### config.mk
export PLATFORM = sky130hd
export DESIGN_NAME = multicycle_control_flat
export DESIGN_NICKNAME = d
export VERILOG_FILES = /design/src/rtl/multicycle_control_if.sv /design/src/rtl/multicycle_control.sv /design/src/flat_wrapper.sv
export SDC_FILE = /design/constraint.sdc
export NUM_CORES = 1
export LEC_CHECK = 0
export BUFFER_PORTS_ARGS = -buffer_cell sky130_fd_sc_hd__buf_2
export CAP_MARGIN = 20
export CORE_AREA = 5 5 42 44
export CTS_CLUSTER_SIZE = 10
export DETAILED_ROUTE_END_ITERATION = 10
export DIE_AREA = 0 0 47 49
export GPL_ROUTABILITY_DRIVEN = 1
export PLACE_DENSITY_LB_ADDON = 0.08
export REMOVE_ABC_BUFFERS = 1
export SLEW_MARGIN = 30
export SYNTH_ARGS = -nofsm -noshare
export SYNTH_HDL_FRONTEND = slang
export SYNTH_SLANG_ARGS = --single-unit
### constraint.sdc
create_clock -name clk -period 2.26 [get_ports clk]
set_input_delay 0.113 -clock clk [delete_from_list [all_inputs] [get_ports clk]]
set_output_delay 0.113 -clock clk [all_outputs]
set_load 0.1 [all_outputs]
### src/rtl/multicycle_control_if.sv
// Control bus between the multicycle MIPS main control FSM and its datapath.
// master = control unit (drives enables/selects), slave = datapath side.
interface multicycle_control_if #(
    parameter int unsigned STATE_W = 4
);
    logic [5:0]         opcode;
    logic               mem_ready;
    logic               pc_write;
    logic               pc_write_cond;
    logic               i_or_d;
    logic               mem_read;
    logic               mem_write;
    logic               ir_write;
    logic               mem_to_reg;
    logic               reg_dst;
    logic               reg_write;
    logic               alu_src_a;
    logic [1:0]         alu_src_b;
    logic [1:0]         alu_op;
    logic [1:0]         pc_source;
    logic               illegal_op;
    logic [STATE_W-1:0] state;

    modport master (
        input  opcode, mem_ready,
        output pc_write, pc_write_cond, i_or_d, mem_read, mem_write, ir_write,
               mem_to_reg, reg_dst, reg_write, alu_src_a, alu_src_b, alu_op,
               pc_source, illegal_op, state
    );

    modport slave (
        output opcode, mem_ready,
        input  pc_write, pc_write_cond, i_or_d, mem_read, mem_write, ir_write,
               mem_to_reg, reg_dst, reg_write, alu_src_a, alu_src_b, alu_op,
               pc_source, illegal_op, state
    );
endinterface

### src/rtl/multicycle_control.sv
// Moore main control FSM for the multicycle MIPS datapath.
// Define MC_ADDI_EN to add the addi path (ADDI_EXEC/ADDI_WB states).
module multicycle_control #(
    parameter int unsigned STATE_W = 4
) (
    input  logic                 clk,
    input  logic                 rst,
    multicycle_control_if.master bus
);
    localparam int unsigned OPC_W = 6;
    localparam logic [OPC_W-1:0] OP_RTYPE = 6'b000000;
    localparam logic [OPC_W-1:0] OP_LW    = 6'b100011;
    localparam logic [OPC_W-1:0] OP_SW    = 6'b101011;
    localparam logic [OPC_W-1:0] OP_BEQ   = 6'b000100;
    localparam logic [OPC_W-1:0] OP_J     = 6'b000010;
`ifdef MC_ADDI_EN
    localparam logic [OPC_W-1:0] OP_ADDI  = 6'b001000;
`endif

    typedef enum logic [3:0] {
        S_FETCH     = 4'd0,
        S_DECODE    = 4'd1,
        S_MEM_ADDR  = 4'd2,
        S_MEM_READ  = 4'd3,
        S_MEM_WB    = 4'd4,
        S_MEM_WRITE = 4'd5,
        S_EXECUTE   = 4'd6,
        S_R_WB      = 4'd7,
        S_BRANCH    = 4'd8,
        S_JUMP      = 4'd9
`ifdef MC_ADDI_EN
        ,
        S_ADDI_EXEC = 4'd10,
        S_ADDI_WB   = 4'd11
`endif
    } state_e;

    state_e state_q, state_d;

    logic       pc_write_c, pc_write_cond_c, i_or_d_c, mem_read_c, mem_write_c;
    logic       ir_write_c, mem_to_reg_c, reg_dst_c, reg_write_c, alu_src_a_c;
    logic       illegal_op_c;
    logic [1:0] alu_src_b_c, alu_op_c, pc_source_c;

    always_ff @(posedge clk) begin
        if (rst) state_q <= S_FETCH;
        else     state_q <= state_d;
    end

    // Next state and Moore outputs; reset masks writes and shows FETCH selects.
    always_comb begin
        state_d         = S_FETCH;
        pc_write_c      = 1'b0;
        pc_write_cond_c = 1'b0;
        i_or_d_c        = 1'b0;
        mem_read_c      = 1'b0;
        mem_write_c     = 1'b0;
        ir_write_c      = 1'b0;
        mem_to_reg_c    = 1'b0;
        reg_dst_c       = 1'b0;
        reg_write_c     = 1'b0;
        alu_src_a_c     = 1'b0;
        illegal_op_c    = 1'b0;
        alu_src_b_c     = 2'b00;
        alu_op_c        = 2'b00;
        pc_source_c     = 2'b00;

        case (state_q)
            S_FETCH: begin
                mem_read_c  = 1'b1;
                alu_src_b_c = 2'b01;
                ir_write_c  = bus.mem_ready;
                pc_write_c  = bus.mem_ready;
                state_d     = bus.mem_ready ? S_DECODE : S_FETCH;
            end
            S_DECODE: begin
                alu_src_b_c = 2'b11;
                case (bus.opcode)
                    OP_LW, OP_SW: state_d = S_MEM_ADDR;
                    OP_RTYPE:     state_d = S_EXECUTE;
                    OP_BEQ:       state_d = S_BRANCH;
                    OP_J:         state_d = S_JUMP;
`ifdef MC_ADDI_EN
                    OP_ADDI:      state_d = S_ADDI_EXEC;
`endif
                    default:      illegal_op_c = 1'b1;
                endcase
            end
            S_MEM_ADDR: begin
                alu_src_a_c = 1'b1;
                alu_src_b_c = 2'b10;
                if (bus.opcode == OP_LW)      state_d = S_MEM_READ;
                else if (bus.opcode == OP_SW) state_d = S_MEM_WRITE;
            end
            S_MEM_READ: begin
                mem_read_c = 1'b1;
                i_or_d_c   = 1'b1;
                state_d    = bus.mem_ready ? S_MEM_WB : S_MEM_READ;
            end
            S_MEM_WB: begin
                reg_write_c  = 1'b1;
                mem_to_reg_c = 1'b1;
            end
            S_MEM_WRITE: begin
                mem_write_c = 1'b1;
                i_or_d_c    = 1'b1;
                state_d     = bus.mem_ready ? S_FETCH : S_MEM_WRITE;
            end
            S_EXECUTE: begin
                alu_src_a_c = 1'b1;
                alu_op_c    = 2'b10;
                state_d     = S_R_WB;
            end
            S_R_WB: begin
                reg_write_c = 1'b1;
                reg_dst_c   = 1'b1;
            end
            S_BRANCH: begin
                alu_src_a_c     = 1'b1;
                alu_op_c        = 2'b01;
                pc_write_cond_c = 1'b1;
                pc_source_c     = 2'b01;
            end
            S_JUMP: begin
                pc_write_c  = 1'b1;
                pc_source_c = 2'b10;
            end
`ifdef MC_ADDI_EN
            S_ADDI_EXEC: begin
                alu_src_a_c = 1'b1;
                alu_src_b_c = 2'b10;
                state_d     = S_ADDI_WB;
            end
            S_ADDI_WB: begin
                reg_write_c = 1'b1;
            end
`endif
            default: ;
        endcase

        if (rst) begin
            pc_write_c      = 1'b0;
            pc_write_cond_c = 1'b0;
            i_or_d_c        = 1'b0;
            mem_read_c      = 1'b1;
            mem_write_c     = 1'b0;
            ir_write_c      = 1'b0;
            mem_to_reg_c    = 1'b0;
            reg_dst_c       = 1'b0;
            reg_write_c     = 1'b0;
            alu_src_a_c     = 1'b0;
            illegal_op_c    = 1'b0;
            alu_src_b_c     = 2'b01;
            alu_op_c        = 2'b00;
            pc_source_c     = 2'b00;
        end
    end

    assign bus.pc_write      = pc_write_c;
    assign bus.pc_write_cond = pc_write_cond_c;
    assign bus.i_or_d        = i_or_d_c;
    assign bus.mem_read      = mem_read_c;
    assign bus.mem_write     = mem_write_c;
    assign bus.ir_write      = ir_write_c;
    assign bus.mem_to_reg    = mem_to_reg_c;
    assign bus.reg_dst       = reg_dst_c;
    assign bus.reg_write     = reg_write_c;
    assign bus.alu_src_a     = alu_src_a_c;
    assign bus.alu_src_b     = alu_src_b_c;
    assign bus.alu_op        = alu_op_c;
    assign bus.pc_source     = pc_source_c;
    assign bus.illegal_op    = illegal_op_c;
    assign bus.state         = STATE_W'(state_q);
endmodule

### src/flat_wrapper.sv
// flat-port wrapper written by rule: the top's interface ports become plain ports
module multicycle_control_flat 
#(
    parameter int unsigned STATE_W = 4
)
  (clk, rst, bus_opcode, bus_mem_ready, bus_pc_write, bus_pc_write_cond, bus_i_or_d, bus_mem_read, bus_mem_write, bus_ir_write, bus_mem_to_reg, bus_reg_dst, bus_reg_write, bus_alu_src_a, bus_alu_src_b, bus_alu_op, bus_pc_source, bus_illegal_op, bus_state);
  multicycle_control_if #(.STATE_W(STATE_W)) bus_i ();
  input  logic clk;
  input  logic rst;
  input wire logic [$bits(bus_i.opcode)-1:0] bus_opcode;
  input wire logic [$bits(bus_i.mem_ready)-1:0] bus_mem_ready;
  output wire logic [$bits(bus_i.pc_write)-1:0] bus_pc_write;
  output wire logic [$bits(bus_i.pc_write_cond)-1:0] bus_pc_write_cond;
  output wire logic [$bits(bus_i.i_or_d)-1:0] bus_i_or_d;
  output wire logic [$bits(bus_i.mem_read)-1:0] bus_mem_read;
  output wire logic [$bits(bus_i.mem_write)-1:0] bus_mem_write;
  output wire logic [$bits(bus_i.ir_write)-1:0] bus_ir_write;
  output wire logic [$bits(bus_i.mem_to_reg)-1:0] bus_mem_to_reg;
  output wire logic [$bits(bus_i.reg_dst)-1:0] bus_reg_dst;
  output wire logic [$bits(bus_i.reg_write)-1:0] bus_reg_write;
  output wire logic [$bits(bus_i.alu_src_a)-1:0] bus_alu_src_a;
  output wire logic [$bits(bus_i.alu_src_b)-1:0] bus_alu_src_b;
  output wire logic [$bits(bus_i.alu_op)-1:0] bus_alu_op;
  output wire logic [$bits(bus_i.pc_source)-1:0] bus_pc_source;
  output wire logic [$bits(bus_i.illegal_op)-1:0] bus_illegal_op;
  output wire logic [$bits(bus_i.state)-1:0] bus_state;
  assign bus_i.opcode = bus_opcode;
  assign bus_i.mem_ready = bus_mem_ready;
  assign bus_pc_write = bus_i.pc_write;
  assign bus_pc_write_cond = bus_i.pc_write_cond;
  assign bus_i_or_d = bus_i.i_or_d;
  assign bus_mem_read = bus_i.mem_read;
  assign bus_mem_write = bus_i.mem_write;
  assign bus_ir_write = bus_i.ir_write;
  assign bus_mem_to_reg = bus_i.mem_to_reg;
  assign bus_reg_dst = bus_i.reg_dst;
  assign bus_reg_write = bus_i.reg_write;
  assign bus_alu_src_a = bus_i.alu_src_a;
  assign bus_alu_src_b = bus_i.alu_src_b;
  assign bus_alu_op = bus_i.alu_op;
  assign bus_pc_source = bus_i.pc_source;
  assign bus_illegal_op = bus_i.illegal_op;
  assign bus_state = bus_i.state;
  multicycle_control #(.STATE_W(STATE_W)) u_core (.clk(clk), .rst(rst), .bus(bus_i));
endmodule
======== After elaboration in Yosys (flattened, before gate mapping) ========
Index checks and enable logic that the tools add are counted.
operators by class
  multiplexer cells ....................... 36
  multiply operators ...................... 0
  bitwise gates (word level) .............. 0
  equality and inequality tests ........... 13
  shifts and indexed selects .............. 0
  add/subtract/negate cells ............... 0
  divide/modulo/power cells ............... 0
  $lt $le $gt $ge ......................... 0
  reduce and logical (&&, ||, !) cells .... 8
operators by type and width
  cell                  count
  $pmux W4 S6           1
  $mux W1               23
  $eq A4 B3 Y1 const B  4
  $pmux W4 S4           1
  $eq A6 B6 Y1 const B  2
  $mux W3               3
  $eq A4 B2 Y1 const B  2
  $eq A4 B4 Y1 const B  2
  $pmux W2 S2           2
  $reduce_or A2 Y1      4
  $eq A6 B2 Y1 const B  1
  $eq A6 B3 Y1 const B  1
  $logic_not A6 Y1      1
  $mux W2               3
  $pmux W2 S3           1
  $reduce_or A5 Y1      1
  $eq A4 B1 Y1 const B  1
  $logic_not A4 Y1      1
  $mux W4               1
  $reduce_or A3 Y1      1
  $pmux W1 S2           1
word-level totals
  output and inout port bits .............. 21
  memories kept ........................... 0
  latch bits .............................. 0
  ROM bits ................................ 0
  logic and storage cells ................. 58
  bits of input ports ..................... 9
  register bits ........................... 4
  memory bits (writable) .................. 0

======== Depth between registers and ports, before layout ========
Gate-level depths: netlist of run 1.
  depth after elaboration ................. 5
  mapped depth ............................ 5
  depth with buffers taken out ............ 3

======== Worst setup path before layout of run 1 ========
No wires, ideal clock.
  path type ............................... register -> output
  from .................................... register u_core.state_q[0], in the netlist u_core.bus.state[0]
  to ...................................... output bus_pc_write
  path buffers ............................ 2
  data required time ...................... 2.147 ns
  setup slack ............................. -2.325 ns
  cell stages (with the launch flop) ...... 5
  arrival time ............................ 4.472 ns
  cells stage by stage .................... dfxtp_1 clkbuf_1 clkbuf_1 a21oi_1 nor4_1
between the ends
  cells in the longest elaborated chain, start to end .. 3
ends and longest elaborated chain
  element                                           line                       RTL
  from (decl)                                       multicycle_control.sv:38   state_e state_q, state_d;
  from (signal assigned)                            multicycle_control.sv:47   else state_q <= state_d;
  $eq A4 B4 Y1 or $logic_not A4 Y1 (tied branches)  multicycle_control.sv:68   case (state_q)
  $pmux W1 S2 (*)                                   multicycle_control.sv:68
  $mux W1 (*)                                       multicycle_control.sv:141  if (rst) begin
  to (decl)                                         flat_wrapper.sv:12         output wire logic [$bits(bus_i.pc_write)-1:0] bus_pc_write;
Mark *: on every way between the ends. The rest lies on a longest branch, timed or not.

======== Final worst setup path of run 1 ========
  from .................................... register u_core.state_q[1], in the netlist u_core.bus.state[1]
  to ...................................... output bus_reg_write
between the ends
  cells in the longest elaborated chain, start to end .. 4
ends and longest elaborated chain
  element                         line                       RTL
  $eq A4 B3 Y1                    multicycle_control.sv:68
  $reduce_or A2 Y1 (no line) (*)  n/a
  $mux W1 (*)                     multicycle_control.sv:68
  $mux W1 (*)                     multicycle_control.sv:141
  to (decl)                       flat_wrapper.sv:20         output wire logic [$bits(bus_i.reg_write)-1:0] bus_reg_write;
Marks and branches as above.

==> results of run 1 <==
[logic make-up (layout without fill, tap and decap cells)]
family / Yosys count / after routing / share of synthesized area
xor gates and xnor gates: 3 / 3 / 0.05037
and+or+nand+nor: 48 / 48 / 0.5156
buffers and inverters: 9 / 35 / 0.07195
AOI/OAI and AO/OA: 15 / 15 / 0.2086
DFF: 4 / 4 / 0.1535
[Yosys cell counts (all sizes together) (2+ instances only)]
library cell	n
and3	3
or2	2
o32ai	2
a21o	2
a21oi	3
xnor2	2
dfxtp	4
nor2b	6
clkbuf	5
nor4	3
nor3b	4
nor3	8
a32oi	2
nand2	5
buf	3
nor2	9
or4	2
nand2b	2
[stage by stage]
| stage | hold WS [ps] | std cells | setup WS [ps] | area (µm²) |
|---|---|---|---|---|
| after global placement | 328.3 | 118 | 584.4 | 668.1 |
| after floorplan | 189.4 | 71 | -3199 | 488.0 |
| final | 96.65 | 121 | 309.4 | 690.7 |
| after detailed placement | 335.7 | 118 | 542.5 | 668.1 |
| after CTS | 93.45 | 121 | 293.1 | 690.7 |
| after global routing | 87.98 | 121 | 134.3 | 690.7 |
[routing by layer]
metal	global-route usage	vias up
met5	0	-
met4	0.06912	0
met3	0.03321	2
met2	0.2127	21
met1	0.1754	306
li1	-	346
[layout make-up]
cell class / count / area, µm²
clock buffer: 3 / 22.52
fill: 154 / 710.7
inverter: 1 / 3.754
multi-input combinational: 66 / 404.1
sequential: 4 / 80.08
tap: 16 / 20.02
timing repair buffer: 31 / 160.2
[where the power goes]
group	internal (mW)	switching, mW	total, mW
combinational	0.0248	0.0751	0.0999
clock	0.0592	0.0257	0.0849
sequential	0.0724	0.00139	0.0737
total	0.156	0.102	0.259
[worst max-delay path by stage]
stage / start / end
2_1_floorplan: u_core.bus.state[3]$_SDFF_PP0_ / bus_pc_source[0]
3_3_place_gp: u_core.bus.state[1]$_SDFF_PP0_ / bus_reg_write
3_5_place_dp: u_core.bus.state[1]$_SDFF_PP0_ / bus_reg_write
4_1_cts: u_core.bus.state[1]$_SDFF_PP0_ / bus_reg_write
5_1_grt: u_core.bus.state[1]$_SDFF_PP0_ / bus_reg_write
6_report: u_core.bus.state[1]$_SDFF_PP0_ / bus_reg_write
==> key figures, run 1 <==
STA
  • Slew @ Worst Pin: 618.6 ps
  • Slew HR: 0.5871
  • Highest clock rate: 512.7 MHz
  • Final worst path period share: 0.8631
  • Hold Vio Cnt, Final: 0
  • Final setup TNS: 0 ps
  • RSZ-0062 raised after global routing: false
  • Minimum clock period: 1951 ps
  • Final setup viols: 0
  • Fin. max-slew vios: 0
  • Final Skew: 1.852 ps

Clock network
  • H-Tree Depth: 1
  • Post-CTS Setup Bufs: 0
  • Max clock buf depth: 2
  • Clk root buf: clkbuf_4
  • Post-CTS resize count: 0
  • Worst-Skew Late Latency: 230 ps
  • CTS tree: built
  • Post-CTS Hold Fix Bufs: 0
  • Worst-path clk slew: 40 ps
  • Clock Sinks: 4
  • CTS Buf Count: 3

Synth
  • Post-synth EDFFs: 0
  • Share of the synthesized area in the top cell type: 0.1535
  • Cells after synthesis: 79
  • Main area contributors after synthesis: dfxtp_1, nor3_1, nor2b_1, nor2_1, nor3b_1
  • Synth Register Bits: 4
  • Asr flop ratio synth: 0
  • Synthesized area: 521.8 µm²
  • Syn. warnings: 0
  • Synth Flop Type: dfxtp_1
  • Syn Area/Cell: 6.604 µm²
  • Sequential area share after synthesis: 0.1535
  • Netlist cell types: 31
  • Cell taking the most area after synthesis: dfxtp_1

Worst setup path
  • CP required: 2150 ps
  • Worst path top cell family by delay: flip-flops
  • Reg2reg end: u_core.bus.state[1]$_SDFF_PP0_
  • Arr. time, crit path: 1840 ps
  • Largest fanout on the critical path: 20
  • Crit-path slowest cell: dfxtp_1
  • Crit-path cells: nor2b_1 -> nor3_1 -> buf_2
  • CP Buf/Inv Count: 1
  • Startpoint type of the worst setup path: register
  • R2R cell count: 3
  • Largest stage delay on the critical path: 710 ps
  • Stages on worst setup path: 3
  • Crit path capture type: output port
  • Flop2flop setup slack: 600 ps
  • Crit Path Category: register to output port
  • FF-to-FF Start: u_core.bus.state[1]$_SDFF_PP0_

Job
  • Max-Cap Viols: 0

Route
  • WL met2: 707 µm
  • Mean number of vias per cell: 5.579
  • Pre-Repair DR Iteration Count: 4
  • DRT iter0 DRCs: 17
  • Avg WL per Cell: 12.03 µm
  • Met1 wire length: 617 µm
  • Drt total wl: 1456 µm
  • Top Layer Used: met4
  • Via count: 675
  • Number of routed nets with antenna violations: 0
  • DRC: 0
  • Met3 routed WL: 116 µm

Place
  • PortBufs: 29
  • Post-DP HPWL: 1120 µm
  • Routability-driven placement congestion ratio: 0.8539

Global routing
  • Largest net degree at the start of global routing: 21
  • GRT overflow: 0
  • Vias in the first global route: 575
  • GR Util All Layers: 0.1393
  • Initial antenna violation count: 0
  • First-pass GRT wire length: 2415 µm

Floorplanning
  • Num rows: 14
  • Die height: 49 µm
  • DIE AREA: 0.002303 mm²
  • Width of the die: 47 µm
  • Initial Utilization: 0.3723
  • Core area: 0.001401 mm²
  • IO Pins: 30

Final layout
  • Commonest cells after routing, fill and taps aside: buf_2, nor2_1, nor3_1
  • Commonest non-fill, non-tap cell in the layout: buf_2
  • Share of layout cells above drive strength 1: 0.3429
  • Post-layout util: 0.4929
  • # diodes: 0
  • Largest register FFs: 4
  • Net count, final: 116
  • Area Overhead vs Synth: 32.37%

Status
  • Outcome: complete, no violations

Worst hold path
  • Hold path depth: 2
  • Worst Hold End: u_core.bus.state[3]$_SDFF_PP0_
  • Hold Path Class: input port to register
  • Hold path startpoint: bus_opcode[4]

Pwr
  • Power density cells: 374.3 mW/mm²
  • VDD IR max: 0.2947 mV
  • LEAKAGE: 0.3278 nW
  • Power Total: 0.2585 mW
Power figures use the tool's default switching activity.
==> inputs of run 2 (changes only) <==
--- a/config.mk
+++ b/config.mk
@@ -13,7 +13,6 @@
 export DIE_AREA = 0 0 47 49
 export GPL_ROUTABILITY_DRIVEN = 1
 export PLACE_DENSITY_LB_ADDON = 0.08
-export REMOVE_ABC_BUFFERS = 1
 export SLEW_MARGIN = 30
 export SYNTH_ARGS = -nofsm -noshare
 export SYNTH_HDL_FRONTEND = slang
==> run 2 against run 1 <==
Effect of this change: first-iteration DRC count up 41%; via count up 0.44%; count of clock-buffer cells in the layout unchanged; clock power up 8.5%; non-clock buffer count down 1; critical path depth up 1; power up 5.8%; final cell count down 0.83%; sequential share of layout area down 0.45 points; global-route usage up 2.2 points.
==> key figures, run 2 (same netlist as run 1, synthesis figures left out) <==
Status
  • Outcome: complete, no violations (unchanged)

STA
  • PnR worst setup slack: 384.6 ps (was 309.4 ps)
  • RSZ-0062 raised after global routing: false (unchanged)
  • Minimum clock period: 1875 ps (was 1951 ps)
  • Final Skew: 6.398 ps (was 1.852 ps)
  • Highest clock rate: 533.2 MHz (was 512.7 MHz)
  • Final worst path period share: 0.8298 (was 0.8631)
  • Slew @ Worst Pin: 489.0 ps (was 618.6 ps)
  • Hold Vio Cnt, Final: 0 (unchanged)
  • WHS: 88.44 ps (was 96.65 ps)
  • Fin. max-slew vios: 0 (unchanged)
  • Slew HR: 0.6763 (was 0.5871)
  • Final setup viols: 0 (unchanged)

Final layout
  • Filler cell count in the final layout: 140 (was 154)
  • Commonest non-fill, non-tap cell in the layout: buf_2 (unchanged)
  • Largest register FFs: 4 (unchanged)
  • Commonest cells after routing, fill and taps aside: buf_2, nor2_1, nand2_1, nor3_4, nor2b_1 (was buf_2, nor2_1, nor3_1)
  • Net count, final: 115 (was 116)
  • Share of layout cells above drive strength 1: 0.4904 (was 0.3429)
  • Area Overhead vs Synth: 54.92% (was 32.37%)
  • # diodes: 0 (unchanged)

Worst setup path
  • FF-to-FF Start: u_core.bus.state[2]$_SDFF_PP0_ (was u_core.bus.state[1]$_SDFF_PP0_)
  • Flop2flop setup slack: 620 ps (was 600 ps)
  • Reg2reg end: u_core.bus.state[1]$_SDFF_PP0_ (unchanged)
  • Stages on worst setup path: 4 (was 3)
  • Startpoint type of the worst setup path: register (unchanged)
  • Crit-path slowest cell: dfxtp_2 (was dfxtp_1)
  • Arr. time, crit path: 1760 ps (was 1840 ps)
  • CP Buf/Inv Count: 2 (was 1)
  • Worst path top cell family by delay: buffers and inverters (was flip-flops)
  • Crit path capture type: output port (unchanged)
  • R2R cell count: 3 (unchanged)
  • Crit-path cells: nor2b_1 -> buf_4 -> nor3_4 -> buf_2 (was nor2b_1 -> nor3_1 -> buf_2)
  • Crit Path Category: register to output port (unchanged)
  • Largest fanout on the critical path: 20 (unchanged)
  • Largest stage delay on the critical path: 600 ps (was 710 ps)
  • CP required: 2150 ps (about the same)

Floorplanning
  • DIE AREA: 0.002303 mm² (unchanged)
  • IO Pins: 30 (unchanged)
  • Num rows: 14 (unchanged)
  • Die height: 49 µm (unchanged)
  • Initial Utilization: 0.3723 (unchanged)
  • Width of the die: 47 µm (unchanged)
  • Core area: 0.001401 mm² (unchanged)

Clock network
  • Post-CTS resize count: 0 (unchanged)
  • Max clock buf depth: 2 (unchanged)
  • CTS Buf Count: 3 (unchanged)
  • H-Tree Depth: 1 (unchanged)
  • Clock Sinks: 4 (unchanged)
  • Worst-path clk slew: 40 ps (about the same)
  • Post-CTS Setup Bufs: 0 (unchanged)
  • Post-CTS Hold Fix Bufs: 0 (unchanged)
  • Worst-Skew Late Latency: 240 ps (was 230 ps)
  • CTS tree: built (unchanged)
  • Clk root buf: clkbuf_4 (unchanged)

Pwr
  • LEAKAGE: 0.3302 nW (was 0.3278 nW)
  • Power density cells: 338.5 mW/mm² (was 374.3 mW/mm²)
  • VDD IR max: 0.2672 mV (was 0.2947 mV)
  • Power Total: 0.2736 mW (was 0.2585 mW)

Global routing
  • Met2 usage: 0.2353 (was 0.2127)
  • Vias in the first global route: 584 (was 575)
  • GRT overflow: 0 (unchanged)
  • GR Util All Layers: 0.1612 (was 0.1393)
  • Largest net degree at the start of global routing: 21 (unchanged)
  • Initial antenna violation count: 0 (unchanged)
  • Most used routing layer: met2 (unchanged)
  • First-pass GRT wire length: 2697 µm (was 2415 µm)
  • Met1 Use GR: 0.1996 (was 0.1754)
  • Met3 usage: 0.05904 (was 0.03321)

Place
  • Placement Setup Slack: 628.7 ps (was 542.5 ps)
  • Post-DP HPWL: 1230 µm (was 1120 µm)
  • PortBufs: 29 (unchanged)
  • Routability-driven placement congestion ratio: 0.8757 (was 0.8539)

Worst hold path
  • Worst Hold End: u_core.bus.state[3]$_SDFF_PP0_ (unchanged)
  • Hold path startpoint: bus_opcode[4] (unchanged)
  • Hold Path Class: input port to register (unchanged)
  • Hold path depth: 2 (unchanged)

Synth
  • Syn nets: 88

Route
  • DRC: 0 (unchanged)
  • Avg WL per Cell: 13.58 µm (was 12.03 µm)
  • DRT iter0 DRCs: 24 (was 17)
  • Drt total wl: 1630 µm (was 1456 µm)
  • Number of routed nets with antenna violations: 0 (unchanged)
  • Pre-Repair DR Iteration Count: 4 (unchanged)
  • Via count: 678 (was 675)
  • Mean number of vias per cell: 5.650 (was 5.579)

Job
  • Max-Cap Viols: 0 (unchanged)
[run 2: cell types whose count changed in the layout (fill, tap and decap cells not counted), sizes merged]
cell  before  now
buf       31   30
[run 2: final cells by class]
class,instances,area (µm²),area share
multi-input cells,66,519.2,0.6424
repair buffers,30,152.6,0.1889
flip-flops and latches,4,90.09,0.1115
clock buffers,3,22.52,0.02786
well taps,16,20.02,0.02477
inverters,1,3.754,0.004644
[run 2: how the worst max path moves through the flow]
stage                                    from                              to
2_1_floorplan  u_core.bus.state[0]$_SDFF_PP0_                    bus_pc_write
3_3_place_gp   u_core.bus.state[2]$_SDFF_PP0_  u_core.bus.state[1]$_SDFF_PP0_
3_5_place_dp   u_core.bus.state[1]$_SDFF_PP0_                   bus_reg_write
4_1_cts        u_core.bus.state[1]$_SDFF_PP0_                   bus_reg_write
5_1_grt        u_core.bus.state[1]$_SDFF_PP0_                   bus_reg_write
6_report       u_core.bus.state[1]$_SDFF_PP0_                   bus_reg_write
[run 2: power breakdown]
group	total (mW)	switching [mW]	internal (mW)	leakage [nW]
clock	0.0921	0.0325	0.0596	0.0138
sequential	0.0787	0.00847	0.0702	0.0349
combinational	0.103	0.0762	0.0266	0.281
total	0.274	0.117	0.156	0.330
[run 2: stage by stage]
step                cells  utilization  TNS [ps]  cell area [µm²]
CTS                   120       0.5768         0            808.3
global route          120       0.5768         0            808.3
finish                120       0.5768         0            808.3
global placement      117       0.5607         0            785.8
detailed placement    117       0.5607         0            785.8
floorplan              79            -    -341.0            664.4
[run 2: metal layers]
layer	wire, µm	vias up	part of all wire
li1	-	343	-
met1	663	300	0.41
met2	793	31	0.49
met3	132	4	0.081
met4	40	0	0.025
met5	0	-	0
